**src/rtl/pipe_hazard_ctrl.sv**
```systemverilog
// pipe_hazard_ctrl: central sequencer for the 5-stage MIPS pipeline.
// Owns the pipeline-register enables/clears, the PC enable, the run/halt
// state driven by a WB syscall and the resume button, the LED display
// register and four 32-bit performance counters.
module pipe_hazard_ctrl #(
  parameter logic [31:0] LED_CODE = 32'd34
) (
  input  logic        clk,
  input  logic        rst,
  input  logic        go,
  input  logic        ex_mem_to_reg,
  input  logic        r1_ex_related,
  input  logic        r2_ex_related,
  input  logic        ex_branch_taken,
  input  logic        ex_jump,
  input  logic        wb_effective,
  input  logic        wb_syscall,
  input  logic [31:0] wb_r1_data,
  input  logic [31:0] wb_r2_data,
  output logic        pc_enable,
  output logic        ifid_enable,
  output logic        ifid_rst,
  output logic        idex_enable,
  output logic        idex_rst,
  output logic        exmem_enable,
  output logic        memwb_enable,
  output logic        halted,
  output logic        led_cpu_enable,
  output logic [31:0] led_data_in,
  output logic [31:0] total_cycles,
  output logic [31:0] bubble_num,
  output logic [31:0] condi_branch_num,
  output logic [31:0] uncondi_branch_num
);

  typedef enum logic {
    RUN  = 1'b0,
    HALT = 1'b1
  } state_t;

  state_t      state_q, state_d;
  logic        halted_q, halted_d;
  logic        go_q, go_d;
  logic [31:0] led_q, led_d;
  logic [31:0] total_cycles_q, total_cycles_d;
  logic [31:0] bubble_num_q, bubble_num_d;
  logic [31:0] condi_q, condi_d;
  logic [31:0] uncondi_q, uncondi_d;

  logic go_rise;
  logic halt_req;
  logic led_req;
  logic freeze;
  logic flush;
  logic load_use;
  logic stall;

  // Hazard and halt status derived from the current stage inputs and state.
  always_comb begin
    go_rise  = go & ~go_q;
    halt_req = wb_effective & wb_syscall & (wb_r1_data != LED_CODE);
    led_req  = wb_effective & wb_syscall & (wb_r1_data == LED_CODE);
    freeze   = ((state_q == HALT) & ~go_rise) | ((state_q == RUN) & halt_req);
    flush    = ex_branch_taken | ex_jump;
    load_use = ex_mem_to_reg & (r1_ex_related | r2_ex_related);
    // A squashed ID instruction needs no stall, so flush takes priority.
    stall    = load_use & ~flush;
  end

  // Zero-latency pipeline enables and clears.
  always_comb begin
    pc_enable      = ~freeze & ~stall;
    ifid_enable    = ~freeze & ~stall;
    ifid_rst       = rst | (~freeze & flush);
    idex_enable    = ~freeze;
    idex_rst       = rst | (~freeze & (flush | stall));
    exmem_enable   = ~freeze;
    memwb_enable   = ~freeze;
    led_cpu_enable = led_req & ~freeze;
  end

  // Next-state for the run/halt FSM, LED register and counters.
  always_comb begin
    state_d = state_q;
    case (state_q)
      RUN:     if (halt_req) state_d = HALT;
      HALT:    if (go_rise)  state_d = RUN;
      default: state_d = RUN;
    endcase
    halted_d = (state_d == HALT);
    go_d     = go;

    led_d = led_q;
    if (led_req & ~freeze) led_d = wb_r2_data;

    total_cycles_d = total_cycles_q;
    bubble_num_d   = bubble_num_q;
    condi_d        = condi_q;
    uncondi_d      = uncondi_q;
    if (~freeze) begin
      total_cycles_d = total_cycles_q + 32'd1;
      if (stall)           bubble_num_d = bubble_num_q + 32'd1;
      if (ex_branch_taken) condi_d      = condi_q + 32'd1;
      if (ex_jump)         uncondi_d    = uncondi_q + 32'd1;
    end
  end

  // State registers with synchronous active-high reset.
  always_ff @(posedge clk) begin
    if (rst) begin
      state_q        <= RUN;
      halted_q       <= 1'b0;
      go_q           <= 1'b0;
      led_q          <= 32'd0;
      total_cycles_q <= 32'd0;
      bubble_num_q   <= 32'd0;
      condi_q        <= 32'd0;
      uncondi_q      <= 32'd0;
    end else begin
      state_q        <= state_d;
      halted_q       <= halted_d;
      go_q           <= go_d;
      led_q          <= led_d;
      total_cycles_q <= total_cycles_d;
      bubble_num_q   <= bubble_num_d;
      condi_q        <= condi_d;
      uncondi_q      <= uncondi_d;
    end
  end

  assign halted             = halted_q;
  assign led_data_in        = led_q;
  assign total_cycles       = total_cycles_q;
  assign bubble_num         = bubble_num_q;
  assign condi_branch_num   = condi_q;
  assign uncondi_branch_num = uncondi_q;

endmodule

```
**config.mk**
```make
export PLATFORM = sky130hd
export DESIGN_NAME = pipe_hazard_ctrl
export DESIGN_NICKNAME = d
export VERILOG_FILES = /design/src/rtl/pipe_hazard_ctrl.sv
export SDC_FILE = /design/constraint.sdc
export NUM_CORES = 1
export LEC_CHECK = 0
export CAP_MARGIN = 10
export CORE_ASPECT_RATIO = 1.2
export CORE_UTILIZATION = 46
export DETAILED_ROUTE_END_ITERATION = 8
export PLACE_DENSITY_LB_ADDON = 0.05
export SYNTH_ARGS = -nofsm -noshare
export SYNTH_HDL_FRONTEND = slang
export SYNTH_SLANG_ARGS = --single-unit
```
**constraint.sdc**
```tcl
create_clock -name clk -period 4.8 [get_ports clk]
set_input_delay 1.44 -clock clk [delete_from_list [all_inputs] [get_ports clk]]
set_output_delay 1.44 -clock clk [all_outputs]
set_load 0.02 [all_outputs]
```
==> impl_metrics.tcl <==
set metrics [dict create \
    status "complete, no violations" \
    cp_max_fo 3 \
    synth_top_area_cell "dfxtp_1" \
    yosysSeqAreaShare_pct 43.5 \
    synth.distinct_cells 41 \
    synth_warnings 0 \
    period_share_pct 97.1 \
    cp.arrival_ns 3.22 \
    syn_nets 941 \
    grt_first_pass_wirelength_mm 32.9 \
    min_period_ns 4.66 \
    dp_cells 1282 \
    drt-total-wl_mm 20.5 \
    post_drt_wl_per_cell_um 15.6 \
    synth-main-ff-cell "dfxtp_1" \
    fill_cells 1325 \
    cts.htree.levels 4 \
    drive_gt1_share_pct 6.69 \
    syn-mean-instance-area_um2 8.63 \
    multiInputGateArea_um2 4010 \
    worst_slew_pin_slew_ns 0.927 \
    syn_area_um2 7450 \
    port_buffers 242 \
    nets 1171 \
    clock_latency_ns 0.43 \
    dp_hpwl_mm 14.1 \
    synth_common_cells "dfxtp_1, nor2_1, nand4_1, xor2_1, nand3_1" \
    seqCellArea_um2 3240 \
    antenna_found_initial 0 \
    root_buffer "clkbuf_16" \
    critPathCaptureType "output pin" \
    ys_ff_latch 162 \
    rsz0062_at_grt "no" \
    ctsHoldBuffers 0 \
    start_util_pct 47.4 \
    dp_worst_setup_slack_ns -0.295 \
    stdcell_count 1314 \
    row_count 50 \
    numCtsBuffers 17 \
    start_kind "input pin" \
    synth_area_leaders "dfxtp_1, nor2_1, xor2_1, nand4_1, xnor2_1" \
    worstSetupPathType "in2out" \
    clk_pin_slew_worst_paths_ns 0.06 \
    grt_use_total_pct 24.6 \
    cts_tree "built" \
    ir_worst_vdd_v 0.000220 \
    hold_slack_ns 0.495 \
    route.vias.total 7087 \
    setup_viol 0 \
    async_flop_share_pct 0 \
    syn-instance-count 863 \
    fmax_mhz 214 \
    cap_violations 0 \
    max_slew_margin_pct 38.2 \
    die-area_um2 16700 \
    gp_congestion 0.823 \
    synth-edff-count 0 \
    via_per_inst 5.39 \
    post-route-util_pct 67.8 \
    pin_count 243 \
    globalRouteOverflowTotal 0 \
    cts.sinks 162 \
    final_antenna_net_count 0 \
    grt_pass1_vias 6658 \
    placeableCoreArea_um2 15700 \
    hp-class "reg2reg" \
    firstDrtPassIters 5 \
    die_w_um 118 \
    syn2layout_area_growth_pct 43.0 \
    cts_setup_buffers 0 \
    grt_max_degree 91 \
    drv_slew 0 \
    setup_slack_ns 0.137 \
    leakage_nw 3.57 \
    required_ns 3.36 \
    drc_errors 0 \
    final-hold-violation-count 0 \
    holdPathStages 2 \
    r2r_cells 6 \
    pwr_density_cell_nw_per_um2 267 \
    drt-initial-drc-count 406 \
    synthMostInstantiatedCell "dfxtp_1" \
    n_antenna_cell 0 \
    fin_worst_skew_ns 0.0107 \
    setup_tns_ns 0 \
    die_h_um 141 \
    synth_top_area_share_pct 43.5 \
    cts.path.max_buffers 2 \
]
-- cells in the final DEF, fill, tap and decap left out, types with 3 or more instances in the layout --
cell type,instances
nand2_1,40
buf_4,20
xnor2_1,45
and3_1,19
clkinvlp_4,4
nor2_1,145
o21ai_0,18
or3_1,17
a31o_2,3
xor2_1,54
dfxtp_1,162
a21oi_1,25
clkinv_4,4
mux2i_1,33
nor4_1,23
nor4b_1,5
and2_1,10
inv_1,8
nor3_1,25
clkbuf_2,3
clkdlybuf4s50_1,233
nand4_1,64
ha_1,4
nor2b_1,4
o21a_1,3
and4_1,25
dlygate4sd2_1,3
nand3_1,53
clkbuf_16,17
nor4_2,5
or4_1,4
inv_6,4
-- layout make-up --
| cell class | instances | share of cell area [%] |
|---|---|---|
| flip-flops and latches | 162 | 30.5 |
| repair buffers | 261 | 23.8 |
| inverters | 9 | 0.317 |
| clock buffers | 20 | 4.29 |
| multi-input cells | 642 | 37.7 |
| well taps | 208 | 2.44 |
| clock inverters | 12 | 0.940 |
-- critical path, stage by stage --
cell	delay, ns
clkdlybuf4s50_1	0.42
nor4_1	0.28
nand4_1	0.22
o21ai_4	0.20
nand2_1	0.13
buf_4	0.17
a21oi_1	0.16
clkbuf_2	0.20
-- timing repair --
action | 4_1_cts | 5_1_grt
pin swaps | 1 | 3
gates resized for setup | 10 | 12
endpoints found under the setup margin | 8 | 6
-- cells by family after synthesis --
family | synth area share [%]
and+or+nand+nor | 31.8
DFF | 43.5
xor gates and xnor gates | 11.6
buffers and inverters | 3.23
AOI/OAI and AO/OA | 4.33
muxes | 4.74
adders and majority gates | 0.672
-- where the power goes --
| group | switching [W] | leakage, nW | total, W | internal (W) |
|---|---|---|---|---|
| combinational | 0.000107 | 2.00 | 0.000200 | 0.0000931 |
| clock | 0.000583 | 0.260 | 0.00128 | 0.000698 |
| sequential | 0.0000113 | 1.31 | 0.00136 | 0.00135 |
| total | 0.000702 | 3.57 | 0.00284 | 0.00214 |
-- flip-flops by register name, indices dropped and copies added, names as in the netlist --
signal	flops
bubble_num	32
condi_branch_num	32
halted	1
total_cycles	32
led_data_in	32
uncondi_branch_num	32
go_q	1
-- layer usage --
layer	wire, um	track usage (%)	up-vias	share of wire [%]
met5	0	0	-	0
met4	359	8.03	0	1.7
li1	-	-	3521	-
met3	1310	8.00	29	6.4
met2	10100	42.0	208	49
met1	8800	29.0	3329	43
-- final timing paths --
check / endpoint / startpoint / slack, ns
worst max-delay path: pc_enable / wb_r1_data[25] / 0.14
worst min register to register: led_data_in[14]$_SDFFE_PP0P_ / led_data_in[14]$_SDFFE_PP0P_ / 0.50
worst min-delay path: led_data_in[14]$_SDFFE_PP0P_ / led_data_in[14]$_SDFFE_PP0P_ / 0.50
worst max register to register: total_cycles[30]$_SDFFE_PP0N_ / total_cycles[3]$_SDFFE_PP0N_ / 2.33
-- per-stage QoR --
stage,power [W],instance area [um2]
final,0.00284,10600
after floorplan,0.00148,7450
after CTS,0.00286,10600
after detailed placement,0.00160,10100
after global routing,0.00294,10600
after global placement,0.00160,10100
(Power assumes the default switching activity.)
